==> config.mk <==
export PLATFORM = sky130hd
export DESIGN_NAME = led_breathe_pwm
export DESIGN_NICKNAME = d
export VERILOG_FILES = /design/src/rtl/led_pkg.sv /design/src/rtl/pwm_core.sv /design/src/rtl/led_breathe_pwm.sv
export SDC_FILE = /design/constraint.sdc
export NUM_CORES = 1
export LEC_CHECK = 0
export ABC_AREA = 1
export CAP_MARGIN = 25
export CELL_PAD_IN_SITES_DETAIL_PLACEMENT = 0
export CELL_PAD_IN_SITES_GLOBAL_PLACEMENT = 1
export CORE_MARGIN = 2
export CORE_UTILIZATION = 41
export CTS_CLUSTER_DIAMETER = 120
export DETAILED_ROUTE_END_ITERATION = 6
export PLACE_DENSITY = 0.82
export SLEW_MARGIN = 20
export SYNTH_ARGS = -nofsm -noshare
export SYNTH_HDL_FRONTEND = slang
export SYNTH_SLANG_ARGS = --single-unit
==> constraint.sdc <==
create_clock -name CLOCK_50 -period 1.8 [get_ports CLOCK_50]
set_input_delay 0.54 -clock CLOCK_50 [delete_from_list [all_inputs] [get_ports CLOCK_50]]
set_output_delay 0.54 -clock CLOCK_50 [all_outputs]
set_load 0.01 [all_outputs]
==> src/rtl/led_pkg.sv <==
// Shared encodings for the LED breathing sequencer: reported phase codes and internal FSM states.
package led_pkg;

    localparam logic [1:0] PH_OFF  = 2'd0;
    localparam logic [1:0] PH_RISE = 2'd1;
    localparam logic [1:0] PH_FALL = 2'd2;
    localparam logic [1:0] PH_HOLD = 2'd3;

    typedef enum logic [2:0] {
        S_OFF     = 3'd0,
        S_RISE    = 3'd1,
        S_FALL    = 3'd2,
        S_HOLD_HI = 3'd3,
        S_HOLD_LO = 3'd4
    } state_t;

endpackage

==> src/rtl/pwm_core.sv <==
// Tick-enabled PWM counter and comparator; flags the last tick of each period.
module pwm_core #(
    parameter int unsigned CNT_W = 8
) (
    input  logic             CLOCK_50,
    input  logic             RESET,
    input  logic             tick_en,
    input  logic [CNT_W-1:0] duty,
    output logic             pwm_out,
    output logic             period_done,
    output logic             boundary_c
);

    localparam logic [CNT_W-1:0] PCNT_LAST = CNT_W'((2 ** CNT_W) - 2);

    logic [CNT_W-1:0] pcnt;

    assign boundary_c = tick_en && (pcnt == PCNT_LAST);

    // Compare uses the pre-increment count so duty=DUTY_MAX stays high across the wrap.
    always_ff @(posedge CLOCK_50) begin
        if (RESET) begin
            pcnt        <= '0;
            pwm_out     <= 1'b0;
            period_done <= 1'b0;
        end else begin
            period_done <= boundary_c;
            if (tick_en) begin
                pwm_out <= (pcnt < duty);
                pcnt    <= boundary_c ? '0 : pcnt + CNT_W'(1);
            end
        end
    end

endmodule

==> src/rtl/led_breathe_pwm.sv <==
// Triangular breathing sequencer; duty and phase only change on PWM period boundaries.
module led_breathe_pwm
    import led_pkg::*;
#(
    parameter int unsigned CNT_W        = 8,
    parameter int unsigned STEP_PERIODS = 4,
    parameter int unsigned HOLD_PERIODS = 64
) (
    input  logic             CLOCK_50,
    input  logic             RESET,
    input  logic             tick_en,
    input  logic             enable,
    output logic             pwm_out,
    output logic [CNT_W-1:0] duty,
    output logic [1:0]       phase,
    output logic             period_done
);

    localparam int unsigned MAX_PER = (STEP_PERIODS > HOLD_PERIODS) ? STEP_PERIODS : HOLD_PERIODS;
    localparam int unsigned PER_W   = $clog2(MAX_PER + 1);

    localparam logic [CNT_W-1:0] DUTY_MAX  = CNT_W'((2 ** CNT_W) - 1);
    localparam logic [PER_W-1:0] STEP_LAST = PER_W'(STEP_PERIODS - 1);
    localparam logic [PER_W-1:0] HOLD_LAST = PER_W'(HOLD_PERIODS - 1);

    state_t           state;
    logic [PER_W-1:0] per_cnt;
    logic             boundary_c;

    pwm_core #(.CNT_W(CNT_W)) u_core (
        .CLOCK_50   (CLOCK_50),
        .RESET      (RESET),
        .tick_en    (tick_en),
        .duty       (duty),
        .pwm_out    (pwm_out),
        .period_done(period_done),
        .boundary_c (boundary_c)
    );

    // Disable wins over every step/hold transition; per_cnt restarts on each state change.
    always_ff @(posedge CLOCK_50) begin
        if (RESET) begin
            state   <= S_OFF;
            phase   <= PH_OFF;
            duty    <= '0;
            per_cnt <= '0;
        end else if (boundary_c) begin
            if (!enable) begin
                state   <= S_OFF;
                phase   <= PH_OFF;
                duty    <= '0;
                per_cnt <= '0;
            end else begin
                case (state)
                    S_OFF: begin
                        state   <= S_RISE;
                        phase   <= PH_RISE;
                        duty    <= '0;
                        per_cnt <= '0;
                    end
                    S_RISE: begin
                        if (per_cnt == STEP_LAST) begin
                            per_cnt <= '0;
                            if (duty != DUTY_MAX) duty <= duty + CNT_W'(1);
                            if (duty >= DUTY_MAX - CNT_W'(1)) begin
                                state <= S_HOLD_HI;
                                phase <= PH_HOLD;
                            end
                        end else begin
                            per_cnt <= per_cnt + PER_W'(1);
                        end
                    end
                    S_HOLD_HI: begin
                        if (per_cnt == HOLD_LAST) begin
                            per_cnt <= '0;
                            state   <= S_FALL;
                            phase   <= PH_FALL;
                        end else begin
                            per_cnt <= per_cnt + PER_W'(1);
                        end
                    end
                    S_FALL: begin
                        if (per_cnt == STEP_LAST) begin
                            per_cnt <= '0;
                            if (duty != '0) duty <= duty - CNT_W'(1);
                            if (duty <= CNT_W'(1)) begin
                                state <= S_HOLD_LO;
                                phase <= PH_HOLD;
                            end
                        end else begin
                            per_cnt <= per_cnt + PER_W'(1);
                        end
                    end
                    S_HOLD_LO: begin
                        if (per_cnt == HOLD_LAST) begin
                            per_cnt <= '0;
                            state   <= S_RISE;
                            phase   <= PH_RISE;
                        end else begin
                            per_cnt <= per_cnt + PER_W'(1);
                        end
                    end
                    default: begin
                        state   <= S_OFF;
                        phase   <= PH_OFF;
                        duty    <= '0;
                        per_cnt <= '0;
                    end
                endcase
            end
        end
    end

endmodule

==> flow_summary.json, run 1 <==
{
  "status": "finished clean",
  "ctsHoldBuffers": 0,
  "multi_input_area_mm2": 0.00134,
  "fmax_mhz": 563,
  "wirelength_um": 5140,
  "worstMarginPinSlew_ps": 241,
  "cp_cell_sequence": "clkdlybuf4s50_1",
  "grt_pass1_wl_um": 8980,
  "diodes": 0,
  "synth_edf_count": 0,
  "wl_per_cell_um": 11.6,
  "cts_max_path_buffers": 2,
  "fin_crit_ps": 1770,
  "port_buffers": 15,
  "hold_viol": 0,
  "cts_sinks": 30,
  "rr_worst_depth": 10,
  "rsz0062_at_grt": "no",
  "pwr_density_cell_mw_per_mm2": 496,
  "worstHoldPathType": "reg -> reg",
  "finalMaxSlewViolations": 0,
  "die-area_mm2": 0.00578,
  "synth_warnings": 0,
  "synthDistinctLibCells": 29,
  "crit_type": "reg -> out",
  "path_buf_inv": 1,
  "crit_fanout": 6,
  "die_h_um": 76.1,
  "yosys_most_used_dff": "dfxtp_1",
  "drv_cap": 0,
  "gp_congestion": 0.846,
  "fin_skew_ps": 11.2,
  "nFillCells": 554,
  "power.leakage_nw": 1.20,
  "drtIter0Drc": 137,
  "num_rows": 26,
  "p_total_mw": 1.32,
  "area_growth_pct": 24.8,
  "cts_inserted_buffers": 5,
  "slowest_stage": "clkdlybuf4s50_1",
  "arrival_ps": 1230,
  "start_util_pct": 42.2,
  "insertion_delay_ps": 280,
  "reg2reg_to": "state[1]",
  "slowest_delay_ps": 560,
  "startpoint_type": "flop",
  "synth_fp_nets": 346,
  "h-tree-depth": 2,
  "r2r-start": "duty[0]",
  "pin_count": 16,
  "grt_pass1_vias": 1980,
  "drc_errors": 0,
  "synth-async-reset-ratio_pct": 0,
  "grt_usage_pct": 18.7,
  "period_share_pct": 98.6,
  "hold_start": "per_cnt[5]",
  "vias": 2114,
  "cp_num_cells": 1,
  "ys_ff_latch": 30,
  "layout.nets": 390,
  "postSynthCellCount": 327,
  "antenna_found_initial": 0,
  "drt_pass1_iterations": 4,
  "endpoint_kind": "output pin",
  "hold_depth": 2,
  "overflow": 0,
  "drive_gt1_share_pct": 18.5,
  "antenna_left": 0,
  "cts_root_buf": "clkbuf_8",
  "cpLargestDelayFamily": "buffers and inverters",
  "min_delay_worst_endpoint": "per_cnt[5]",
  "avgSynthCellArea_um2": 6.51,
  "peakVddDrop_mv": 0.347,
  "core-area_mm2": 0.00504,
  "slew_headroom_pct": 83.9,
  "reg2reg_slack_ps": 200,
  "crit_required_ps": 1260,
  "die_w_um": 76.1,
  "hpwl_um": 4120,
  "clk_pin_slew_worst_paths_ps": 70,
  "final_util_pct": 52.7,
  "yosysSeqAreaShare_pct": 28.2,
  "syn_area_mm2": 0.00213,
  "via_per_inst": 4.78,
  "finalSetupViolCount": 0,
  "seq_area_um2": 608,
  "cts_tree": "built",
  "grt_max_degree": 11
}
-- area by class of cell --
class | count | area share (%)
Timing Repair Buffer | 43 | 13.8
Inverter | 42 | 5.93
Multi-Input combinational cell | 249 | 50.4
Tap cell | 70 | 3.30
Clock inverter | 2 | 0.471
Sequential cell | 30 | 22.9
Clock buffer | 6 | 3.11
-- per-stage QoR --
stage	setup slack [ps]	cell area, um2	cells	TNS, ps	hold WS [ps]
2_1_floorplan	239	2130	327	0	434
3_3_place_gp	-196	2540	433	-2750	445
3_5_place_dp	-215	2540	433	-3610	448
4_1_cts	6.96	2640	441	0	458
5_1_grt	4.23	2660	442	0	482
6_report	25.2	2660	442	0	454
-- cells by family after synthesis --
kind of cell	Yosys count	synth area share, %
and+or+nand+nor	184	41.2
AOI/OAI and AO/OA	46	11.2
DFF	30	28.2
adders and majority gates	15	8.82
buffers and inverters	48	8.94
xor gates and xnor gates	4	1.65
-- registers in the layout (all words and copies together), names as in the netlist --
signal / count
per_cnt: 7
state: 3
u_core.pcnt: 8
u_core.pwm_out: 1
phase: 2
duty: 8
u_core.period_done: 1
-- Yosys cell counts (all sizes together), types with 2 or more instances --
cell type	n	share of area (%)
buf	3	0.71
inv	42	7.4
nand4	4	1.5
o31ai	2	0.71
nand2	84	16
nor2	48	11
clkbuf	2	0.41
dfxtp	30	28
nand3	43	12
o21ai	20	4.7
a21oi	23	5.4
xor2	3	1.2
nor3	5	1.6
ha	15	8.8
-- placed cells by master (no fill, tap or decap), types with 4 or more instances in the layout --
master	netlist	routed
a21oi_1	23	23
buf_4	0	28
clkbuf_8	0	6
clkdlybuf4s50_1	0	12
dfxtp_1	30	24
dfxtp_2	0	6
ha_1	15	15
inv_1	35	35
inv_2	7	7
nand2_1	80	80
nand3_1	38	38
nand3_2	4	4
nor2_1	41	40
nor2_2	3	4
o21ai_0	19	19
-- power breakdown --
group	internal (mW)	switching [mW]
Combinational	0.0353	0.0417
Clock	0.307	0.261
Sequential	0.668	0.00515
-- worst max path at each step --
stage                     startpoint       end  slack (ps)
after floorplan              duty[0]  state[0]         240
after global placement       tick_en  state[1]        -200
after detailed placement     tick_en  state[0]        -220
after CTS                    duty[5]   duty[5]           7
after global routing         duty[7]   duty[7]           4
final                        duty[7]   duty[7]          30
-- repair_timing --
action | in CTS | in global routing
pin swaps | 0 | 3
gates resized for setup | 6 | 4
setup endpoints to repair | 6 | 14
buffers inserted | 0 | 1
-- per-layer routing --
layer	vias up	share of wire (%)	global-route usage (%)
li1	1145	-	-
met1	930	49	25.5
met2	35	47	30.6
met3	4	3.4	2.61
met4	0	0.86	6.36
met5	-	0	0
No activity file was read; power rests on OpenSTA's default activity.
==> run 2: changes to the inputs <==
--- a/config.mk
+++ b/config.mk
@@ -13,7 +13,7 @@
 export CORE_UTILIZATION = 41
 export CTS_CLUSTER_DIAMETER = 120
 export DETAILED_ROUTE_END_ITERATION = 6
-export PLACE_DENSITY = 0.82
+export PLACE_DENSITY = 0.83
 export SLEW_MARGIN = 20
 export SYNTH_ARGS = -nofsm -noshare
 export SYNTH_HDL_FRONTEND = slang
==> run 2 against run 1 <==
Against the previous run: sequential cell count did not move; critical path depth did not move; sequential power fell by 0.6%; worst setup slack improved by 2.1 ps; total power fell by 0.16%; routed wire length rose by 2.5%; hold slack improved by 2.3 ps; cell count fell by 0.23%; global-route usage rose by 0.30 points.
==> flow_summary.json, run 2 (synthesis gave the netlist of run 1 again) <==
{
  "wirelength_um": 5270,
  "finalSetupViolCount": 0,
  "area_growth_pct": 24.2,
  "slew_headroom_pct": 82.9,
  "layout.nets": 389,
  "multi_input_area_mm2": 0.00134,
  "crit_fanout": 3,
  "vias": 2153,
  "worstHoldPathType": "reg -> reg",
  "num_rows": 26,
  "fin_crit_ps": 1770,
  "drtIter0Drc": 157,
  "diodes": 0,
  "cts_sinks": 30,
  "cp_cell_sequence": "clkdlybuf4s50_1",
  "grt_max_degree": 13,
  "hold_viol": 0,
  "grt_usage_pct": 19.0,
  "rsz0062_at_grt": "no",
  "grt_pass1_vias": 1990,
  "start_util_pct": 42.2,
  "final_common_cell": "nand2_1",
  "endpoint_kind": "output pin",
  "h-tree-depth": 2,
  "gp_congestion": 0.849,
  "drc_errors": 0,
  "crit_type": "reg -> out",
  "drive_gt1_share_pct": 17.5,
  "slowest_stage": "clkdlybuf4s50_1",
  "top_regs": "duty x8, u_core.pcnt x8, per_cnt x7",
  "cpLargestDelayFamily": "buffers and inverters",
  "status": "finished clean",
  "grt_pass1_wl_um": 9000,
  "power.leakage_nw": 1.20,
  "antenna_left": 0,
  "arrival_ps": 1230,
  "path_buf_inv": 1,
  "die_w_um": 76.1,
  "antenna_found_initial": 0,
  "nFillCells": 518,
  "core-area_mm2": 0.00504,
  "crit_required_ps": 1260,
  "dpl_cell_area_mm2": 0.00252,
  "drt_pass1_iterations": 4,
  "die_h_um": 76.1,
  "dp.cells": 431,
  "cts_inserted_buffers": 5,
  "hpwl_um": 4150,
  "insertion_delay_ps": 280,
  "drv_cap": 0,
  "die-area_mm2": 0.00578,
  "cts_tree": "built",
  "seq_area_um2": 609,
  "pwr_density_cell_mw_per_mm2": 498,
  "mostFrequentLayoutCells": "nand2_1, nor2_1, nand3_1",
  "worstMarginPinSlew_ps": 256,
  "layout.cells.non_filler": 441,
  "clk_pin_slew_worst_paths_ps": 70,
  "overflow": 0,
  "startpoint_type": "flop",
  "period_share_pct": 98.5,
  "wl_per_cell_um": 11.9,
  "cts_max_path_buffers": 2,
  "ctsHoldBuffers": 0,
  "fin_skew_ps": 5.29,
  "cts_root_buf": "clkbuf_8",
  "port_buffers": 15,
  "via_per_inst": 4.88,
  "pin_count": 16,
  "finalMaxSlewViolations": 0,
  "fmax_mhz": 564,
  "stdcell_area_mm2": 0.00264,
  "peakVddDrop_mv": 0.408,
  "slowest_delay_ps": 560
}
run 2: changes by cell type in the layout (fill, tap and decap cells not counted), sizes merged:
cell / before / now
clkbuf: 6 / 7
clkdlybuf4s50: 12 / 11
clkinvlp: 1 / 0
buf: 28 / 27
dlygate4sd2: 0 / 1
run 2: routing by layer:
layer	share of wire (%)	global-route usage (%)	wire, um
met5	0	0	0
met4	0.97	5.82	51
met3	3.4	3.44	179
met2	46	30.4	2410
met1	50	26.3	2630
run 2: tightest hold or removal path, delay by kind of cell (launching register included):
family | cells | cell delay (ps)
compound gates | 1 | 50
buf+inv | 1 | 50
flops | 1 | 320
run 2: cell type report:
type	count	share of cell area, %
sequential	30	23.1
clock buffer	7	3.27
timing repair buffer	42	13.6
tap	70	3.31
clock inverter	1	0.189
multi-input combinational	249	50.6
inverter	42	5.97
run 2: path summary, 6_finish.rpt:
path	from	to	slack, ps	depth (start not counted)
max	duty[2]	duty[2]	30	1
max reg2reg	u_core.pcnt[0]	duty[7]	150	8
min reg2reg	per_cnt[5]	per_cnt[5]	460	2
min	per_cnt[5]	per_cnt[5]	460	2
run 2: what timing repair did:
action	CTS	global route
pin swaps	0	3
gates cloned	0	0
hold endpoints to repair	0	0
endpoints found under the setup margin	5	9
gates resized for setup	6	4
setup buffers	0	2
run 2: power by group:
| group | switching (mW) | internal [mW] |
|---|---|---|
| clock | 0.257 | 0.308 |
| combinational | 0.0447 | 0.0360 |
| sequential | 0.00340 | 0.667 |
| total | 0.305 | 1.01 |
run 2: through the flow:
stage / worst slack, ps / TNS (ps) / total power [mW] / hold WS (ps) / util [%]
6_report: 27.4 / 0 / 1.32 / 456 / 52.4
5_1_grt: 1.06 / 0 / 1.37 / 494 / 52.4
4_1_cts: 0.000888 / 0 / 1.33 / 467 / 51.9
3_5_place_dp: -224 / -3270 / 0.768 / 458 / 50.0
3_3_place_gp: -199 / -2850 / 0.768 / 445 / 50.0
2_1_floorplan: 239 / 0 / 0.723 / 434 / -
